## src/rtl/i2cmb_wb_sequencer.sv

```systemverilog
// i2cmb_wb_sequencer: Wishbone master that runs whole byte-level I2C
// transactions on an iicmb_m_wb core (CSR=0, DPR=1, CMDR=2).
module i2cmb_wb_sequencer #(
  parameter int NUM_I2C_BUSSES = 1,
  parameter int MAX_LEN        = 64,
  parameter int IRQ_TIMEOUT    = 100000
) (
  input  logic       clk_i,
  input  logic       rst_i,
  input  logic       req_valid,
  output logic       req_ready,
  input  logic       req_rw,
  input  logic [6:0] req_addr,
  input  logic [3:0] req_bus,
  input  logic [6:0] req_len,
  input  logic [7:0] wr_data,
  input  logic       wr_valid,
  output logic       wr_ready,
  output logic [7:0] rd_data,
  output logic       rd_valid,
  output logic       done,
  output logic [2:0] status,
  output logic       busy,
  output logic       cyc_o,
  output logic       stb_o,
  output logic       we_o,
  output logic [1:0] adr_o,
  output logic [7:0] dat_o,
  input  logic [7:0] dat_i,
  input  logic       ack_i,
  input  logic       irq_i
);

  localparam int TW = $clog2(IRQ_TIMEOUT + 1);

  localparam logic [1:0] ADR_CSR  = 2'd0;
  localparam logic [1:0] ADR_DPR  = 2'd1;
  localparam logic [1:0] ADR_CMDR = 2'd2;

  localparam logic [2:0] CMD_WRITE    = 3'b001;
  localparam logic [2:0] CMD_READ_ACK = 3'b010;
  localparam logic [2:0] CMD_READ_NAK = 3'b011;
  localparam logic [2:0] CMD_START    = 3'b100;
  localparam logic [2:0] CMD_STOP     = 3'b101;
  localparam logic [2:0] CMD_SET_BUS  = 3'b110;

  localparam logic [2:0] ST_OK      = 3'b000;
  localparam logic [2:0] ST_NAK     = 3'b001;
  localparam logic [2:0] ST_AL      = 3'b010;
  localparam logic [2:0] ST_ERR     = 3'b011;
  localparam logic [2:0] ST_TIMEOUT = 3'b100;
  localparam logic [2:0] ST_BAD     = 3'b101;

  typedef enum logic [3:0] {
    S_INIT, S_IDLE, S_WB, S_DPR, S_CMD, S_IRQ, S_DECODE,
    S_WRWAIT, S_RDOUT, S_TO_EN, S_FINISH
  } state_t;

  typedef enum logic [2:0] {P_SETBUS, P_START, P_ADDR, P_DATA, P_STOP} phase_t;

  state_t          state_q, state_d, ret_q, ret_d;
  phase_t          phase_q, phase_d;
  logic            rw_q, rw_d;
  logic [6:0]      addr_q, addr_d;
  logic [3:0]      bus_q, bus_d;
  logic [6:0]      len_q, len_d;
  logic [6:0]      cnt_q, cnt_d;
  logic [7:0]      rdat_q, rdat_d;
  logic [2:0]      stat_q, stat_d;
  logic [TW-1:0]   timer_q, timer_d;
  logic            cyc_q, cyc_d, stb_q, stb_d, we_q, we_d;
  logic [1:0]      adr_q, adr_d;
  logic [7:0]      dat_q, dat_d;
  logic            req_ready_q, req_ready_d;
  logic [7:0]      rd_data_q, rd_data_d;
  logic            rd_valid_q, rd_valid_d;
  logic            done_q, done_d;
  logic [2:0]      status_q, status_d;
  logic            busy_q, busy_d;
  logic [2:0]      cmd_code;
  logic            last_byte;

  assign cyc_o     = cyc_q;
  assign stb_o     = stb_q;
  assign we_o      = we_q;
  assign adr_o     = adr_q;
  assign dat_o     = dat_q;
  assign req_ready = req_ready_q;
  assign rd_data   = rd_data_q;
  assign rd_valid  = rd_valid_q;
  assign done      = done_q;
  assign status    = status_q;
  assign busy      = busy_q;
  assign wr_ready  = (state_q == S_WRWAIT) && wr_valid;
  assign last_byte = (cnt_q == len_q - 7'd1);

  // CMDR opcode for the phase currently being executed
  always_comb begin
    cmd_code = CMD_STOP;
    case (phase_q)
      P_SETBUS: cmd_code = CMD_SET_BUS;
      P_START:  cmd_code = CMD_START;
      P_ADDR:   cmd_code = CMD_WRITE;
      P_DATA:   cmd_code = rw_q ? (last_byte ? CMD_READ_NAK : CMD_READ_ACK) : CMD_WRITE;
      default:  cmd_code = CMD_STOP;
    endcase
  end

  // sequencer: chooses the next Wishbone access and tracks transaction progress
  always_comb begin
    state_d     = state_q;
    ret_d       = ret_q;
    phase_d     = phase_q;
    rw_d        = rw_q;
    addr_d      = addr_q;
    bus_d       = bus_q;
    len_d       = len_q;
    cnt_d       = cnt_q;
    rdat_d      = rdat_q;
    stat_d      = stat_q;
    timer_d     = timer_q;
    cyc_d       = cyc_q;
    stb_d       = stb_q;
    we_d        = we_q;
    adr_d       = adr_q;
    dat_d       = dat_q;
    req_ready_d = 1'b0;
    rd_data_d   = rd_data_q;
    rd_valid_d  = 1'b0;
    done_d      = 1'b0;
    status_d    = status_q;
    busy_d      = busy_q;

    case (state_q)
      S_INIT: begin
        {cyc_d, stb_d, we_d} = 3'b111;
        adr_d   = ADR_CSR;
        dat_d   = 8'hC0;
        ret_d   = S_IDLE;
        state_d = S_WB;
      end
      S_IDLE: begin
        req_ready_d = 1'b1;
        if (req_valid && req_ready_q) begin
          req_ready_d = 1'b0;
          rw_d   = req_rw;
          addr_d = req_addr;
          bus_d  = req_bus;
          len_d  = req_len;
          cnt_d  = 7'd0;
          stat_d = ST_OK;
          if ((int'(req_len) > MAX_LEN) || (int'(req_bus) >= NUM_I2C_BUSSES)) begin
            done_d   = 1'b1;
            status_d = ST_BAD;
          end else begin
            busy_d  = 1'b1;
            phase_d = P_SETBUS;
            state_d = S_DPR;
          end
        end
      end
      S_WB: begin
        if (ack_i) begin
          {cyc_d, stb_d, we_d} = 3'b000;
          adr_d   = 2'd0;
          dat_d   = 8'd0;
          rdat_d  = dat_i;
          state_d = ret_q;
          if (ret_q == S_RDOUT) begin
            rd_valid_d = 1'b1;
            rd_data_d  = dat_i;
          end
        end
      end
      S_DPR: begin
        {cyc_d, stb_d, we_d} = 3'b111;
        adr_d   = ADR_DPR;
        dat_d   = (phase_q == P_SETBUS) ? {4'd0, bus_q} : {addr_q, rw_q};
        ret_d   = S_CMD;
        state_d = S_WB;
      end
      S_CMD: begin
        {cyc_d, stb_d, we_d} = 3'b111;
        adr_d   = ADR_CMDR;
        dat_d   = {5'd0, cmd_code};
        timer_d = TW'(IRQ_TIMEOUT);
        ret_d   = S_IRQ;
        state_d = S_WB;
      end
      S_IRQ: begin
        if (irq_i) begin
          {cyc_d, stb_d, we_d} = 3'b110;
          adr_d   = ADR_CMDR;
          dat_d   = 8'd0;
          ret_d   = S_DECODE;
          state_d = S_WB;
        end else if (timer_q == '0) begin
          stat_d  = ST_TIMEOUT;
          {cyc_d, stb_d, we_d} = 3'b111;
          adr_d   = ADR_CSR;
          dat_d   = 8'h00;
          ret_d   = S_TO_EN;
          state_d = S_WB;
        end else begin
          timer_d = timer_q - TW'(1);
        end
      end
      S_TO_EN: begin
        {cyc_d, stb_d, we_d} = 3'b111;
        adr_d   = ADR_CSR;
        dat_d   = 8'hC0;
        ret_d   = S_FINISH;
        state_d = S_WB;
      end
      S_DECODE: begin
        if (rdat_q[4] || !rdat_q[7] && !rdat_q[6] && !rdat_q[5]) begin
          stat_d  = ST_ERR;
          state_d = S_FINISH;
        end else if (rdat_q[5]) begin
          stat_d  = ST_AL;
          state_d = S_FINISH;
        end else if (rdat_q[6]) begin
          if (phase_q == P_STOP) begin
            state_d = S_FINISH;
          end else begin
            stat_d  = ST_NAK;
            phase_d = P_STOP;
            state_d = S_CMD;
          end
        end else begin
          case (phase_q)
            P_SETBUS: begin
              phase_d = P_START;
              state_d = S_CMD;
            end
            P_START: begin
              phase_d = P_ADDR;
              state_d = S_DPR;
            end
            P_ADDR: begin
              if (len_q == 7'd0) begin
                phase_d = P_STOP;
                state_d = S_CMD;
              end else begin
                phase_d = P_DATA;
                state_d = rw_q ? S_CMD : S_WRWAIT;
              end
            end
            P_DATA: begin
              if (rw_q) begin
                {cyc_d, stb_d, we_d} = 3'b110;
                adr_d   = ADR_DPR;
                dat_d   = 8'd0;
                ret_d   = S_RDOUT;
                state_d = S_WB;
              end else begin
                cnt_d = cnt_q + 7'd1;
                if (last_byte) begin
                  phase_d = P_STOP;
                  state_d = S_CMD;
                end else begin
                  state_d = S_WRWAIT;
                end
              end
            end
            default: state_d = S_FINISH;
          endcase
        end
      end
      S_WRWAIT: begin
        if (wr_valid) begin
          {cyc_d, stb_d, we_d} = 3'b111;
          adr_d   = ADR_DPR;
          dat_d   = wr_data;
          ret_d   = S_CMD;
          state_d = S_WB;
        end
      end
      S_RDOUT: begin
        cnt_d = cnt_q + 7'd1;
        if (last_byte) phase_d = P_STOP;
        state_d = S_CMD;
      end
      S_FINISH: begin
        done_d   = 1'b1;
        status_d = stat_q;
        busy_d   = 1'b0;
        state_d  = S_IDLE;
      end
      default: state_d = S_INIT;
    endcase
  end

  // state register; reset drops every output immediately, even mid-access
  always_ff @(posedge clk_i) begin
    if (rst_i) begin
      state_q     <= S_INIT;
      ret_q       <= S_IDLE;
      phase_q     <= P_SETBUS;
      rw_q        <= 1'b0;
      addr_q      <= 7'd0;
      bus_q       <= 4'd0;
      len_q       <= 7'd0;
      cnt_q       <= 7'd0;
      rdat_q      <= 8'd0;
      stat_q      <= ST_OK;
      timer_q     <= '0;
      cyc_q       <= 1'b0;
      stb_q       <= 1'b0;
      we_q        <= 1'b0;
      adr_q       <= 2'd0;
      dat_q       <= 8'd0;
      req_ready_q <= 1'b0;
      rd_data_q   <= 8'd0;
      rd_valid_q  <= 1'b0;
      done_q      <= 1'b0;
      status_q    <= 3'd0;
      busy_q      <= 1'b0;
    end else begin
      state_q     <= state_d;
      ret_q       <= ret_d;
      phase_q     <= phase_d;
      rw_q        <= rw_d;
      addr_q      <= addr_d;
      bus_q       <= bus_d;
      len_q       <= len_d;
      cnt_q       <= cnt_d;
      rdat_q      <= rdat_d;
      stat_q      <= stat_d;
      timer_q     <= timer_d;
      cyc_q       <= cyc_d;
      stb_q       <= stb_d;
      we_q        <= we_d;
      adr_q       <= adr_d;
      dat_q       <= dat_d;
      req_ready_q <= req_ready_d;
      rd_data_q   <= rd_data_d;
      rd_valid_q  <= rd_valid_d;
      done_q      <= done_d;
      status_q    <= status_d;
      busy_q      <= busy_d;
    end
  end

endmodule
```

## config.mk

```make
export PLATFORM = sky130hd
export DESIGN_NAME = i2cmb_wb_sequencer
export DESIGN_NICKNAME = d
export VERILOG_FILES = /design/src/rtl/i2cmb_wb_sequencer.sv
export SDC_FILE = /design/constraint.sdc
export NUM_CORES = 1
export LEC_CHECK = 0
export BUFFER_PORTS_ARGS = -buffer_cell sky130_fd_sc_hd__buf_2
export CORE_ASPECT_RATIO = 0.8
export CORE_MARGIN = 4
export CORE_UTILIZATION = 30
export CTS_CLUSTER_DIAMETER = 200
export DETAILED_ROUTE_END_ITERATION = 8
export PLACE_DENSITY = 0.43
export SYNTH_ARGS = -nofsm -noshare
export SYNTH_HDL_FRONTEND = slang
export SYNTH_SLANG_ARGS = --single-unit
export TNS_END_PERCENT = 100
```

## constraint.sdc

```tcl
create_clock -name clk_i -period 2.29 [get_ports clk_i]
set_input_delay 0.1145 -clock clk_i [delete_from_list [all_inputs] [get_ports clk_i]]
set_output_delay 0.1145 -clock clk_i [all_outputs]
set_load 0.01 [all_outputs]
```

==> results.py, run 1 <==
metrics = {
    "yosys": {
        "synth_area_leader_cell": "dfxtp_1",
        "synth_area_leaders": "dfxtp_1 (37%), a21oi_1 (6.0%), nor2_1 (6.0%), nand2_1 (5.2%), mux2i_1 (4.4%)",
        "synthSimpleGateAreaFrac_pct": 26.55,
        "ys_async_sr_fraction_pct": 0,
        "synth.distinct_cells": 77,
        "synth_area_mm2": 0.004727,
        "synthFlopType": "dfxtp_1",
        "synthMuxAreaShare_pct": 4.447,
        "synth_xor_area_share_pct": 4.817,
        "syn_inst": 576,
        "synth_adder_area_share_pct": 1.059,
        "avgSynthCellArea_um2": 8.207,
        "yosys_warnings": 0,
        "synth_compound_area_share_pct": 20.83,
        "yosys_register_bits": 88,
        "yosysSeqAreaShare_pct": 37.27,
        "syn_nets": 621,
        "synth_edf_count": 0,
        "synth_top_family_by_area": "simple AND/OR/NAND/NOR gates",
        "synth_top_area_share_pct": 37.27,
    },
    "worst_setup_path": {
        "critPathLaunch": "state_q[1]",
        "arrival_ns": 2.36,
        "reg2reg_from": "state_q[1]",
        "criticalPathCategory": "flip-flop to flip-flop",
        "cp-end-kind": "flip-flop",
        "startpoint_type": "flip-flop",
        "required_ns": 2.51,
        "crit_path_max_fanout": 18,
    },
    "routing": {
        "vias_per_cell": 5.052,
        "drc_errors": 0,
        "antenna_left": 0,
        "drtIter0Drc": 261,
        "drt_wl_total_um": 14210,
        "routedWlPerCell_um": 16.02,
        "drtPass1Iterations": 5,
        "num_vias": 4481,
    },
    "sta": {
        "drv_slew": 0,
        "fin_crit_sh_pct": 93.59,
        "worstMarginPinSlew_ns": 0.5682,
        "fin_crit_ns": 2.143,
        "fmax_mhz": 466.6,
        "setup_viol_count_final": 0,
        "maxSlewHeadroom_pct": 62.12,
        "clock_skew_ns": 0.009149,
        "setup_tns_ns": 0,
        "whs_ns": 0.01280,
        "hold_viol": 0,
        "setup_ws_ns": 0.1467,
        "grt_setup_unrepaired": "false",
    },
    "global_route": {
        "grt_overflow_total": 0,
        "grt_max_degree": 27,
        "grt_pass1_wl_um": 22990,
        "grt_pass1_vias": 4238,
        "met2_usage_pct": 21.98,
        "top_usage_layer": "met1",
        "antenna_found_initial": 0,
        "grtUsageMet3_pct": 3.859,
        "use_met1_pct": 25.16,
        "globalRouteTotalUtil_pct": 16.21,
    },
    "power": {
        "power_leakage_nw": 2.376,
        "peakVddDrop_mv": 0.3698,
        "power_density_mw_per_mm2": 654.9,
    },
    "cts": {
        "path_clk_slew_ns": 0.07,
        "root_buffer": "clkbuf_16",
        "insertion_delay_ns": 0.35,
        "cts_max_path_buffers": 2,
        "numCtsBuffers": 9,
        "cts_tree": "yes",
        "clock-sinks": 88,
        "htree_levels": 3,
    },
    "status": {
        "outcome": "complete, no violations",
    },
    "floorplanning": {
        "core_mm2": 0.01521,
        "die_width_um": 148.3,
        "io_pins": 70,
        "fp.dieH_um": 120.3,
        "dieArea_mm2": 0.01784,
        "start_util_pct": 31.07,
        "row_count": 40,
    },
    "place": {
        "gp_congestion": 0.8225,
        "numPortBuffers": 69,
        "hpwl_um": 10670,
        "placed_cell_area_mm2": 0.005514,
        "dpl_worst_slack_ns": 0.06162,
    },
    "final_layout": {
        "final_common_cell": "dfxtp_1",
        "area_delta_synth_final_pct": 23.95,
        "mostFrequentLayoutCells": "dfxtp_1 (86), nor2_1 (76), buf_2 (69), nand2_1 (66), a21oi_1 (57)",
        "final_cell_area_mm2": 0.005859,
        "final_util_pct": 38.51,
        "drive_above_1_share_pct": 24.37,
        "antenna_cells": 0,
        "fin_nets": 719,
        "nFillCells": 1590,
    },
    "worst_hold_path": {
        "hp-class": "input pin to flip-flop",
        "worstHoldStart": "req_addr[1]",
    },
    "run": {
        "max-cap-violations": 0,
    },
}
-- sequential cells by signal, summed over array words and instances (netlist names), 4 cells and up --
| name | count |
|---|---|
| timer_q | 17 |
| rdat_q | 4 |
| dat_o | 8 |
| addr_q | 7 |
| ret_q | 4 |
| state_q | 4 |
| bus_q | 4 |
| cnt_q | 7 |
| rd_data | 8 |
| len_q | 7 |
-- metrics by stage --
step | power [mW] | std cells
floorplan | 2.191 | 576
global placement | 2.463 | 866
detailed placement | 2.466 | 866
CTS | 3.882 | 884
global route | 4.023 | 887
finish | 3.837 | 887
-- routing by layer --
| metal | vias to the layer above | wire, um |
|---|---|---|
| met5 | - | 0 |
| met4 | 0 | 111 |
| met3 | 9 | 872 |
| met2 | 123 | 5676 |
| met1 | 2100 | 7553 |
| li1 | 2249 | - |
-- final cells by class --
| cell class | count | area [um2] | area share [%] |
|---|---|---|---|
| Multi-Input combinational cell | 435 | 2745 | 46.85 |
| Sequential cell | 88 | 1764 | 30.11 |
| Timing Repair Buffer | 123 | 760.7 | 12.98 |
| Tap cell | 210 | 262.8 | 4.484 |
| Clock buffer | 11 | 242.7 | 4.143 |
| Inverter | 17 | 63.81 | 1.089 |
| Clock inverter | 3 | 20.02 | 0.3417 |
-- cell usage after synthesis, types with 5 or more instances --
cell type   n
a211oi_1    9
a21oi_1    57
a31oi_1     9
and3_1      5
buf_2      10
buf_4       5
clkbuf_1   19
dfxtp_1    88
inv_1      17
mux2i_1    21
nand2_1    66
nand3_1    10
nor2_1     76
nor2b_1     5
nor3_1     19
nor4_1      7
o21ai_0    14
or3_1       8
xnor2_1    15
xor2_1     11
-- path summary, 6_finish.rpt --
kind | to | slack (ns) | cells after the start
worst min register to register | addr_q[0] | 0.46 | 2
worst min-delay path | addr_q[1] | 0.01 | 3
worst max-delay path | timer_q[12] | 0.15 | 6
worst max register to register | timer_q[12] | 0.15 | 6
-- cells by family after synthesis --
logic type,count (synthesis)
adders and majority gates,4
muxes,21
and+or+nand+nor,243
AOI/OAI and AO/OA,141
buffers and inverters,53
xor gates and xnor gates,26
DFF,88
-- power by group --
group / switching [mW] / leakage [nW] / internal [mW]
Combinational: 0.449 / 1.54 / 0.329
Sequential: 0.0671 / 0.713 / 1.60
Clock: 0.635 / 0.123 / 0.752
-- critical path: stages, from the launching register on --
cell,delay (ns)
dfxtp_1,0.38
buf_4,0.23
or4b_2,0.80
a21o_1,0.28
nor3_2,0.13
xnor2_1,0.13
nor2_1,0.05
-- timing repair --
item / in CTS / in global routing
buffers inserted: 0 / 3
endpoints found under the setup margin: 0 / 16
hold endpoints to repair: 4 / 0
resized for setup: 0 / 6
hold buffers: 4 / 0
Note: power is estimated with default switching activity, not from simulation.
==> run 2: changes to the inputs <==
--- a/config.mk
+++ b/config.mk
@@ -11,7 +11,6 @@
 export CORE_UTILIZATION = 30
 export CTS_CLUSTER_DIAMETER = 200
 export DETAILED_ROUTE_END_ITERATION = 8
-export PLACE_DENSITY = 0.43
 export SYNTH_ARGS = -nofsm -noshare
 export SYNTH_HDL_FRONTEND = slang
 export SYNTH_SLANG_ARGS = --single-unit
==> results.py, run 2 (synthesis results as in run 1) <==
metrics = {
    "sta": {
        "worstMarginPinSlew_ns": 0.6221,
        "grt_setup_unrepaired": "false",
        "clock_skew_ns": 0.008099,
        "setup_tns_ns": 0,
        "fin_crit_ns": 2.145,
        "fin_crit_sh_pct": 93.66,
        "setup_viol_count_final": 0,
        "hold_viol": 0,
        "whs_ns": 0.01495,
        "maxSlewHeadroom_pct": 58.35,
        "fmax_mhz": 466.3,
        "drv_slew": 0,
    },
    "floorplanning": {
        "row_count": 40,
        "die_width_um": 148.3,
        "fp.dieH_um": 120.3,
        "dieArea_mm2": 0.01784,
        "start_util_pct": 31.07,
        "io_pins": 70,
        "core_mm2": 0.01521,
    },
    "cts": {
        "numCtsBuffers": 9,
        "cts_tree": "yes",
        "htree_levels": 3,
        "clock-sinks": 88,
        "cts_max_path_buffers": 2,
        "insertion_delay_ns": 0.36,
        "root_buffer": "clkbuf_16",
        "path_clk_slew_ns": 0.06,
        "post_cts_buffers": 0,
    },
    "worst_setup_path": {
        "cpLargestDelayFamily": "compound AO/OA/AOI/OAI gates",
        "crit_path_max_fanout": 6,
        "cp-end-kind": "flip-flop",
        "critPathBufInv": 1,
        "arrival_ns": 2.44,
        "critPathLaunch": "len_q[0]",
        "reg2reg_from": "len_q[0]",
        "crit_chain": "inv_1 -> ha_1 -> nor2b_1 -> or3_1 -> a31oi_1 -> o211ai_1 -> o2111ai_1 -> o2111a_1",
        "slowest_stage": "dfxtp_2",
        "cpPeakStageDelay_ns": 0.35,
        "criticalPathCategory": "flip-flop to flip-flop",
        "startpoint_type": "flip-flop",
        "required_ns": 2.59,
    },
    "final_layout": {
        "mostFrequentLayoutCells": "dfxtp_1 (86), nor2_1 (75), buf_2 (69), nand2_1 (66), a21oi_1 (57)",
        "largest-register": "timer_q",
        "nFillCells": 1585,
        "area_delta_synth_final_pct": 25.12,
        "antenna_cells": 0,
        "drive_above_1_share_pct": 23.90,
        "largest_reg_flops": 17,
        "final_common_cell": "dfxtp_1",
        "fin_nets": 722,
    },
    "power": {
        "power_leakage_nw": 2.392,
        "power_density_mw_per_mm2": 653.1,
        "peakVddDrop_mv": 0.3091,
    },
    "global_route": {
        "grt_pass1_wl_um": 21740,
        "grt_max_degree": 39,
        "globalRouteTotalUtil_pct": 15.24,
        "antenna_found_initial": 0,
        "grt_overflow_total": 0,
        "grt_pass1_vias": 4092,
    },
    "routing": {
        "vias_per_cell": 4.967,
        "antenna_left": 0,
        "num_vias": 4431,
        "drt_wl_total_um": 13180,
        "drc_errors": 0,
        "drtIter0Drc": 394,
        "drtPass1Iterations": 5,
        "routedWlPerCell_um": 14.78,
    },
    "place": {
        "gp_congestion": 0.9015,
        "numPortBuffers": 69,
        "hpwl_um": 9757,
    },
    "run": {
        "max-cap-violations": 0,
    },
    "worst_hold_path": {
        "hp-class": "input pin to flip-flop",
        "worstHoldStart": "req_addr[2]",
    },
    "status": {
        "outcome": "complete, no violations",
    },
}
-- run 2: area by class of cell --
class | instances | area [um2] | share of cell area [%]
multi-input combinational | 435 | 2736 | 46.27
sequential | 88 | 1764 | 29.83
timing repair buffer | 126 | 803.3 | 13.58
tap | 210 | 262.8 | 4.443
clock buffer | 11 | 252.7 | 4.273
inverter | 17 | 63.81 | 1.079
clock inverter | 5 | 31.28 | 0.5289
-- run 2: routing by layer --
layer,GRT usage [%],share of wire [%],vias up
li1,-,-,2260
met3,4.496,6.8,14
met4,4.212,1.4,0
met2,21.19,41,129
met5,0,0,-
met1,22.68,51,2028
-- run 2: report_power, final --
group	total (mW)	switching, mW	internal [mW]
sequential	1.68	0.0731	1.61
combinational	0.764	0.430	0.334
clock	1.42	0.630	0.790
-- run 2: repair_timing --
| action | CTS | global route |
|---|---|---|
| gates resized for setup | 0 | 6 |
| hold endpoints to repair | 12 | 0 |
| hold buffers | 12 | 0 |
| endpoints found under the setup margin | 0 | 9 |
-- run 2: worst paths after layout --
check | endpoint | slack (ns) | cells past startpoint
setup / recovery | dat_o[0] | 0.15 | 8
hold / removal | addr_q[2] | 0.01 | 3
setup reg to reg | dat_o[0] | 0.15 | 8
hold reg to reg | addr_q[1] | 0.45 | 2
-- run 2: worst reg2reg max path: stages, from the launching register on --
cell and delay (ns):
dfxtp_2 0.35, inv_1 0.06, ha_1 0.25, nor2b_1 0.15, or3_1 0.35, a31oi_1 0.17, o211ai_1 0.28, o2111ai_1 0.28
o2111a_1 0.20
-- run 2: per-stage QoR --
step / instances / power, mW / worst slack (ns) / utilization (%) / cell area, um2
detailed placement: 864 / 2.453 / 0.1181 / 36.14 / 5499
CTS: 892 / 3.916 / 0.08564 / 38.80 / 5903
global placement: 864 / 2.450 / 0.1507 / 36.14 / 5499
floorplan: 576 / 2.191 / 0.3845 / - / 4727
global route: 892 / 4.069 / 0.01568 / 38.87 / 5914
finish: 892 / 3.863 / 0.1452 / 38.87 / 5914
==> run 3: changes to the inputs <==
--- a/config.mk
+++ b/config.mk
@@ -5,12 +5,12 @@
 export SDC_FILE = /design/constraint.sdc
 export NUM_CORES = 1
 export LEC_CHECK = 0
-export BUFFER_PORTS_ARGS = -buffer_cell sky130_fd_sc_hd__buf_2
 export CORE_ASPECT_RATIO = 0.8
 export CORE_MARGIN = 4
 export CORE_UTILIZATION = 30
 export CTS_CLUSTER_DIAMETER = 200
 export DETAILED_ROUTE_END_ITERATION = 8
+export DONT_BUFFER_PORTS = 1
 export SYNTH_ARGS = -nofsm -noshare
 export SYNTH_HDL_FRONTEND = slang
 export SYNTH_SLANG_ARGS = --single-unit
==> results.py, run 3 (synthesis results as in run 1) <==
metrics = {
    "routing": {
        "vias_per_cell": 5.281,
        "drt_wl_total_um": 13630,
        "antenna_left": 0,
        "num_vias": 4399,
        "drtPass1Iterations": 5,
        "drtIter0Drc": 332,
        "drc_errors": 0,
        "routedWlPerCell_um": 16.36,
    },
    "floorplanning": {
        "fp.dieH_um": 120.3,
        "io_pins": 70,
        "dieArea_mm2": 0.01784,
        "die_width_um": 148.3,
        "start_util_pct": 31.07,
        "row_count": 40,
        "core_mm2": 0.01521,
    },
    "sta": {
        "maxSlewHeadroom_pct": 57.37,
        "fin_crit_sh_pct": 94.41,
        "setup_viol_count_final": 0,
        "drv_slew": 0,
        "whs_ns": 0.01283,
        "hold_viol": 0,
        "fin_crit_ns": 2.162,
        "fmax_mhz": 462.5,
        "clock_skew_ns": 0.007998,
        "grt_setup_unrepaired": "false",
        "setup_tns_ns": 0,
        "worstMarginPinSlew_ns": 0.6233,
    },
    "worst_setup_path": {
        "criticalPathCategory": "flip-flop to flip-flop",
        "required_ns": 2.55,
        "critPathLaunch": "len_q[2]",
        "cp-end-kind": "flip-flop",
        "arrival_ns": 2.43,
        "reg2reg_from": "len_q[2]",
        "startpoint_type": "flip-flop",
        "crit_path_max_fanout": 7,
    },
    "cts": {
        "cts_tree": "yes",
        "numCtsBuffers": 9,
        "root_buffer": "clkbuf_16",
        "htree_levels": 3,
        "insertion_delay_ns": 0.35,
        "clock-sinks": 88,
        "cts_max_path_buffers": 2,
        "path_clk_slew_ns": 0.06,
    },
    "final_layout": {
        "antenna_cells": 0,
        "mostFrequentLayoutCells": "dfxtp_1 (85), nor2_1 (76), nand2_1 (66), a21oi_1 (57), buf_4 (36)",
        "multi_input_area_mm2": 0.002754,
        "final_util_pct": 37.59,
        "largest_reg_flops": 17,
        "nFillCells": 1575,
        "fin_cells": 833,
        "drive_above_1_share_pct": 13.96,
        "fin_nets": 663,
        "largest-register": "timer_q",
        "final_common_cell": "dfxtp_1",
        "seqCellArea_mm2": 0.001765,
        "area_delta_synth_final_pct": 20.99,
    },
    "power": {
        "pwr-share-seq_pct": 45.4,
        "power_density_mw_per_mm2": 659.4,
        "comb_power_share_pct": 17.7,
        "power.clock.fraction_pct": 37.0,
        "intPower_mw": 2.660,
        "power_leakage_nw": 2.122,
        "peakVddDrop_mv": 0.3263,
        "p_sw_share_pct": 29.48,
        "power.switching_mw": 1.112,
    },
    "global_route": {
        "grt_max_degree": 68,
        "grt_overflow_total": 0,
        "grt_pass1_vias": 4289,
        "grt_pass1_wl_um": 22170,
        "antenna_found_initial": 0,
        "globalRouteTotalUtil_pct": 15.51,
    },
    "place": {
        "gp_congestion": 0.9302,
        "hpwl_um": 9848,
        "placedCellCount": 784,
        "numPortBuffers": 0,
    },
    "worst_hold_path": {
        "hp-class": "input pin to flip-flop",
        "worstHoldStart": "rst_i",
    },
    "status": {
        "outcome": "complete, no violations",
    },
    "run": {
        "max-cap-violations": 0,
    },
}
[run 3: power groups by stage]
| stage | registers [mW] | logic (mW) | clock network [mW] |
|---|---|---|---|
| finish | 1.71 | 0.667 | 1.39 |
| global route | 1.72 | 0.741 | 1.50 |
| CTS | 1.71 | 0.654 | 1.44 |
| detailed placement | 1.74 | 0.581 | 0 |
| global placement | 1.74 | 0.570 | 0 |
| floorplan | 1.71 | 0.484 | 0 |
[run 3: critical path: stages, from the launching register on]
cell and delay [ns]:
dfxtp_1 0.38, or3_1 0.41, xnor2_1 0.17, o22ai_1 0.13, o211ai_1 0.50, buf_4 0.21, nand2_2 0.06, o31ai_2 0.21
[run 3: per-stage QoR]
step                      power, mW  setup slack, ns  instance area, um2
after global routing          3.969          0.01224                5719
after CTS                     3.807          0.06524                5674
after detailed placement      2.325          0.07693                5071
after floorplan               2.191           0.3845                4727
final                         3.771           0.1281                5719
after global placement        2.312           0.1435                5071
[run 3: final cells by class]
class / instances / share of cell area [%]
Clock buffer: 12 / 4.310
Timing Repair Buffer: 67 / 10.46
Tap cell: 210 / 4.594
Inverter: 17 / 1.116
Multi-Input combinational cell: 435 / 48.15
Clock inverter: 4 / 0.5032
Sequential cell: 88 / 30.87
[run 3: worst paths after layout]
kind                end  slack [ns]  depth (start not counted)
max          phase_q[0]        0.13                          7
min          state_q[0]        0.01                          3
max reg2reg  phase_q[0]        0.13                          7
min reg2reg   addr_q[1]        0.46                          2
[run 3: timing repair]
action	CTS	global route
gates resized for setup	0	10
hold buffers	31	0
endpoints found under the setup margin	0	23
buffers inserted	0	2
endpoints found under the hold margin	67	0
[run 3: routing by layer]
metal	vias to the layer above	wire length, um	GRT usage (%)
li1	2132	-	-
met1	2090	6456	20.55
met2	153	5759	23.18
met3	24	1075	5.208
met4	0	341	6.290
met5	-	0	0
